$ cat src/rtl/pow8_pipeline_parameterization_pkg.sv
// Shared constants and types for the pipelined x^(2^LATENCY) unit.
package pow8_pkg;

    localparam int unsigned DATA_IN_W       = 7;
    localparam int unsigned DATA_OUT_W      = 64;
    localparam int unsigned LATENCY_DEFAULT = 3;

    typedef logic [DATA_OUT_W-1:0] stage_word_t;

endpackage

$ cat src/rtl/pow8_pipeline_parameterization_if.sv
// Streaming operand/result bus of the pow8 unit (no backpressure).
interface pow8_if;
    import pow8_pkg::*;

    logic [DATA_IN_W-1:0] i_data;
    logic                 i_valid;
    logic                 o_valid;
    stage_word_t          o_data;

    modport master (output i_data, output i_valid, input o_valid, input o_data);
    modport slave  (input i_data, input i_valid, output o_valid, output o_data);
endinterface

$ cat src/rtl/pow8_pipeline_parameterization_square_stage.sv
// One registered squaring stage; data only updates when the incoming word is valid.
module pow8_square_stage
    import pow8_pkg::*;
(
    input  logic        clk,
    input  logic        rst_n,
    input  logic        valid_i,
    input  stage_word_t data_i,
    output logic        valid_o,
    output stage_word_t data_o
);

    logic        valid_q;
    stage_word_t data_q;
    stage_word_t data_d;

    // Low 64 bits of the square.
    always_comb begin
        data_d = data_i * data_i;
    end

    // Valid shifts every cycle; data holds across bubbles.
    always_ff @(posedge clk or negedge rst_n) begin
        if (!rst_n) begin
            valid_q <= 1'b0;
            data_q  <= '0;
        end else begin
            valid_q <= valid_i;
            if (valid_i) begin
                data_q <= data_d;
            end
        end
    end

    assign valid_o = valid_q;
    assign data_o  = data_q;

endmodule

$ cat src/rtl/pow8_pipeline_parameterization.sv
// Fully pipelined x^(2^LATENCY) unit built from LATENCY squaring stages.
// Optional simulation completion monitor: define POW8_DONE_MONITOR_EN.
module pow8_pipeline_parameterization
    import pow8_pkg::*;
#(
    parameter int unsigned LATENCY    = LATENCY_DEFAULT,
    parameter int unsigned TEST_TIMES = 100
) (
    input  logic   clk,
    input  logic   rst_n,
    pow8_if.slave  bus
);

    logic [LATENCY:0] valid_s;
    stage_word_t      data_s [0:LATENCY];

    // Stage 0 is the raw operand, zero-extended.
    assign valid_s[0] = bus.i_valid;
    assign data_s[0]  = DATA_OUT_W'(bus.i_data);

    for (genvar k = 0; k < LATENCY; k++) begin : g_stage
        pow8_square_stage u_stage (
            .clk     (clk),
            .rst_n   (rst_n),
            .valid_i (valid_s[k]),
            .data_i  (data_s[k]),
            .valid_o (valid_s[k+1]),
            .data_o  (data_s[k+1])
        );
    end

    assign bus.o_valid = valid_s[LATENCY];
    assign bus.o_data  = data_s[LATENCY];

`ifdef POW8_DONE_MONITOR_EN
    logic [31:0] done_cnt_q;

    // Count results and announce once when the expected total is reached.
    always_ff @(posedge clk or negedge rst_n) begin
        if (!rst_n) begin
            done_cnt_q <= 32'd0;
        end else if (bus.o_valid) begin
            done_cnt_q <= done_cnt_q + 32'd1;
            if (done_cnt_q + 32'd1 == 32'(TEST_TIMES)) begin
                $display("pow8 done: %0d results at time %0t", done_cnt_q + 32'd1, $time);
            end
        end
    end
`else
    // TEST_TIMES only matters to the completion monitor.
    logic unused_test_times;
    assign unused_test_times = ^32'(TEST_TIMES);
`endif

endmodule

$ cat src/flat_wrapper.sv
// flat-port wrapper written by rule: the top's interface ports become plain ports
module pow8_pipeline_parameterization_flat import pow8_pkg::*;
#(
    parameter int unsigned LATENCY    = LATENCY_DEFAULT,
    parameter int unsigned TEST_TIMES = 100
)
  (clk, rst_n, bus_i_data, bus_i_valid, bus_o_valid, bus_o_data);
  pow8_if bus_i ();
  input  logic clk;
  input  logic rst_n;
  input wire logic [$bits(bus_i.i_data)-1:0] bus_i_data;
  input wire logic [$bits(bus_i.i_valid)-1:0] bus_i_valid;
  output wire logic [$bits(bus_i.o_valid)-1:0] bus_o_valid;
  output wire logic [$bits(bus_i.o_data)-1:0] bus_o_data;
  assign bus_i.i_data = bus_i_data;
  assign bus_i.i_valid = bus_i_valid;
  assign bus_o_valid = bus_i.o_valid;
  assign bus_o_data = bus_i.o_data;
  pow8_pipeline_parameterization #(.LATENCY(LATENCY), .TEST_TIMES(TEST_TIMES)) u_core (.clk(clk), .rst_n(rst_n), .bus(bus_i));
endmodule
$ cat config.mk
export PLATFORM = sky130hd
export DESIGN_NAME = pow8_pipeline_parameterization_flat
export DESIGN_NICKNAME = d
export VERILOG_FILES = /design/src/rtl/pow8_pipeline_parameterization_pkg.sv /design/src/rtl/pow8_pipeline_parameterization_if.sv /design/src/rtl/pow8_pipeline_parameterization_square_stage.sv /design/src/rtl/pow8_pipeline_parameterization.sv /design/src/flat_wrapper.sv
export SDC_FILE = /design/constraint.sdc
export NUM_CORES = 2
export LEC_CHECK = 0
export CAP_MARGIN = 30
export CORE_ASPECT_RATIO = 1.25
export CORE_MARGIN = 4
export CORE_UTILIZATION = 45
export CTS_CLUSTER_SIZE = 10
export DETAILED_ROUTE_END_ITERATION = 8
export PLACE_DENSITY_LB_ADDON = 0.12
export RECOVER_POWER = 25
export SLEW_MARGIN = 40
export SYNTH_ARGS = -nofsm -noshare
export SYNTH_HDL_FRONTEND = slang
export SYNTH_SLANG_ARGS = --single-unit
$ cat constraint.sdc
create_clock -name clk -period 11.55 [get_ports clk]
set_clock_uncertainty 0.2 [all_clocks]
set_input_delay 2.31 -clock clk [delete_from_list [all_inputs] [get_ports clk]]
set_output_delay 2.31 -clock clk [all_outputs]
set_load 0.05 [all_outputs]
==> metrics <==
grt ovf=0; share of the yosys chip area belonging to registers=6.760%; io pins=75; Critical path buffers and inverters=10; critical path's slowest cell=fa_1; starting density of the core=45.61%; nets=5568; flops & latches, synth=106; CP max stage delay=0.55 ns; Post-Place Setup Slack=2.216 ns; final period utilization=80.89%; antenna-violating nets left=0; Clk pin slew, worst setup/hold paths=0.09 ns; Largest delay share family, worst path=adder cells; worst min-delay path class=flop to flop; GP Congestion=0.8762; insertion delay to the later sink of the worst-skew pair=0.41 ns; first-pass GRT wire length=154300 um; relative slew slack=-141.7%; final hold vios=0; crit path launch type=flop; drt first pass iters=5; die outline height=338.2 um; Tmin final=9.343 ns; most frequent cells in the layout=1241 x inv_1, 766 x fa_1, 636 x ha_1; Max Slew Vio Count=207; final setup vio count=0; total core area=0.08603 mm^2; library cells used by synthesis=78; total die area=0.09202 mm^2; CP required=11.63 ns; worst-case clock buffer depth=2; num rows=120; # port buffers=71; Crit Path Class=flop to flop; Iter 0 DRT Violations=905; Post-Syn Instances=4236; Setup Fix Bufs, Post-CTS=0; ys flop type=dfrtp_1; DP HPWL=81340 um; crit-path max FO=24; CP most frequent cell=fa_1; syn_area_per_cell=9.264 um^2; initial antenna violation count=6; most common cell after layout, fill and taps aside=inv_1; GRT Util Overall=21.32%; width of the die=272.1 um; Fmax=107.0 MHz; CTS Root Cell=clkbuf_16; Synthesis Warnings=0; crit end category=flop; maximum capacitance violations=4; outcome=finished, violations left; Post-Route WL=94950 um; # DRC=0; clock sink total=106; Post-synth EDFFs=0; routed vias/inst=4.984; CTS Hold Bufs=0; Async SR Flop Fraction=100.0%; DP Cell Count=5304; share of layout cells above drive strength 1=3.485%; vias in the first global route=28724; Filler cells=8423; clock buffer count from CTS=9; slew of the pin with the lowest slew margin=3.626 ns; via count=26520; Critical Path AT=9.43 ns; Routed WL per cell=17.84 um; H-tree Lvls=3; Post-Synthesis Cell Area=0.03924 mm^2; setup tns final=0 ns; P&R area growth vs syn=4.429%; CTS tree=built; Finished Layout Cells=5321; largest net degree at the start of global routing=72; post-cts resize count=0; final worst slack=2.207 ns; RSZ-0062 raised after global routing=false; violated checks=capacitance limit, slew limit
==> area by class of cell <==
| cell class | instances | area [um^2] | share of cell area, % |
|---|---|---|---|
| Clock buffer | 9 | 225.2 | 0.5496 |
| Multi-Input combinational cell | 2689 | 30940 | 75.49 |
| Antenna cell | 1 | 2.502 | 0.006106 |
| Tap cell | 1159 | 1450 | 3.539 |
| Clock inverter | 7 | 78.83 | 0.1924 |
| Inverter | 1243 | 4666 | 11.39 |
| Timing Repair Buffer | 107 | 959.7 | 2.342 |
| Sequential cell | 106 | 2661 | 6.494 |
==> cell families (layout without fill, tap and decap cells) <==
kind of cell | after synthesis | after routing | share of synthesized area, %
buffers and inverters | 1443 | 1366 | 14.42
adder cells (fa/ha/maj) | 1402 | 1402 | 59.36
AND/OR/NAND/NOR | 787 | 787 | 9.620
AO/OA/AOI/OAI | 337 | 337 | 5.822
flip-flops | 106 | 106 | 6.760
XOR/XNOR | 90 | 90 | 2.009
multiplexers | 70 | 70 | 1.999
other | 1 | 4 | 0.009556
==> worst register-to-register path, delay by kind of cell, from the launching register on <==
family | cells | cell delay [ns]
buf+inv | 10 | 1.19
flops | 1 | 0.37
fa+ha+maj | 11 | 5.34
xor+xnor | 1 | 0.07
compound gates | 6 | 1.58
mux | 1 | 0.27
simple gates | 1 | 0.21
==> Yosys cell counts, drive strengths merged (4+ instances only) <==
master | number | area [um^2]
o311ai | 4 | 50.05
nand2 | 362 | 1361
xor2 | 24 | 210.2
a21o | 58 | 436.7
a31o | 4 | 35.03
o21a | 9 | 67.56
buf | 67 | 493.0
xnor2 | 66 | 578.1
a21boi | 4 | 30.03
or2 | 4 | 25.03
a211oi | 8 | 65.06
inv | 1241 | 4658
nor2 | 99 | 376.6
nand2b | 7 | 43.79
nand3 | 28 | 145.1
nand4 | 18 | 112.6
o21bai | 20 | 150.1
o211ai | 13 | 102.6
and2 | 196 | 1226
dfrtp | 106 | 2653
a221oi | 5 | 56.31
a31oi | 9 | 56.30
or3 | 6 | 37.54
clkbuf | 133 | 501.7
a41oi | 5 | 43.79
and3 | 17 | 106.4
o21ai | 63 | 315.3
mux2 | 67 | 754.5
nor3 | 14 | 75.07
ha | 636 | 7958
nand3b | 8 | 60.06
a2111oi | 7 | 112.6
nor2b | 17 | 106.4
o31ai | 11 | 87.58
fa | 766 | 15330
nor4 | 4 | 25.02
a21oi | 99 | 510.5
==> state kept, by name (all words and copies together) (netlist names) <==
register,cells
u_core.g_stage.u_stage.valid_o,3
u_core.g_stage.u_stage.data_o,103
==> routing by layer <==
layer / part of all wire, % / vias up / track usage (%)
met1: 40 / 13662 / 25.55
met3: 1.4 / 111 / 1.346
met5: 0 / - / 0
met4: 2.6 / 0 / 4.906
met2: 56 / 256 / 41.52
li1: - / 12491 / -
==> stage by stage <==
stage | hold slack (ns) | util [%] | cell area, um^2
4_1_cts | 0.3052 | 47.68 | 41020
5_1_grt | 0.3301 | 47.63 | 40980
3_3_place_gp | 0.2708 | 47.27 | 40670
3_5_place_dp | 0.2848 | 47.32 | 40710
2_1_floorplan | 0.1519 | - | 39250
6_report | 0.3020 | 47.63 | 40980
==> final timing paths <==
| path | cells past startpoint | to | slack (ns) | start |
|---|---|---|---|---|
| max | 30 | u_core.g_stage[2].u_stage.data_o[54] | 2.21 | u_core.g_stage[1].u_stage.data_o[22] |
| min | 1 | u_core.g_stage[2].u_stage.data_o[10] | 0.30 | u_core.g_stage[2].u_stage.data_o[10] |
| max reg2reg | 30 | u_core.g_stage[2].u_stage.data_o[54] | 2.21 | u_core.g_stage[1].u_stage.data_o[22] |
| min reg2reg | 1 | u_core.g_stage[2].u_stage.data_o[10] | 0.30 | u_core.g_stage[2].u_stage.data_o[10] |
| max in group asynchronous | 3 | u_core.g_stage[1].u_stage.valid_o | 4.74 | rst_n |
| min in group asynchronous | 2 | u_core.g_stage[2].u_stage.data_o[45] | 2.42 | rst_n |
Power is left out: the tool's default activity adds up to more than one toggle a clock period on the data nets, which glitch-free logic cannot reach.
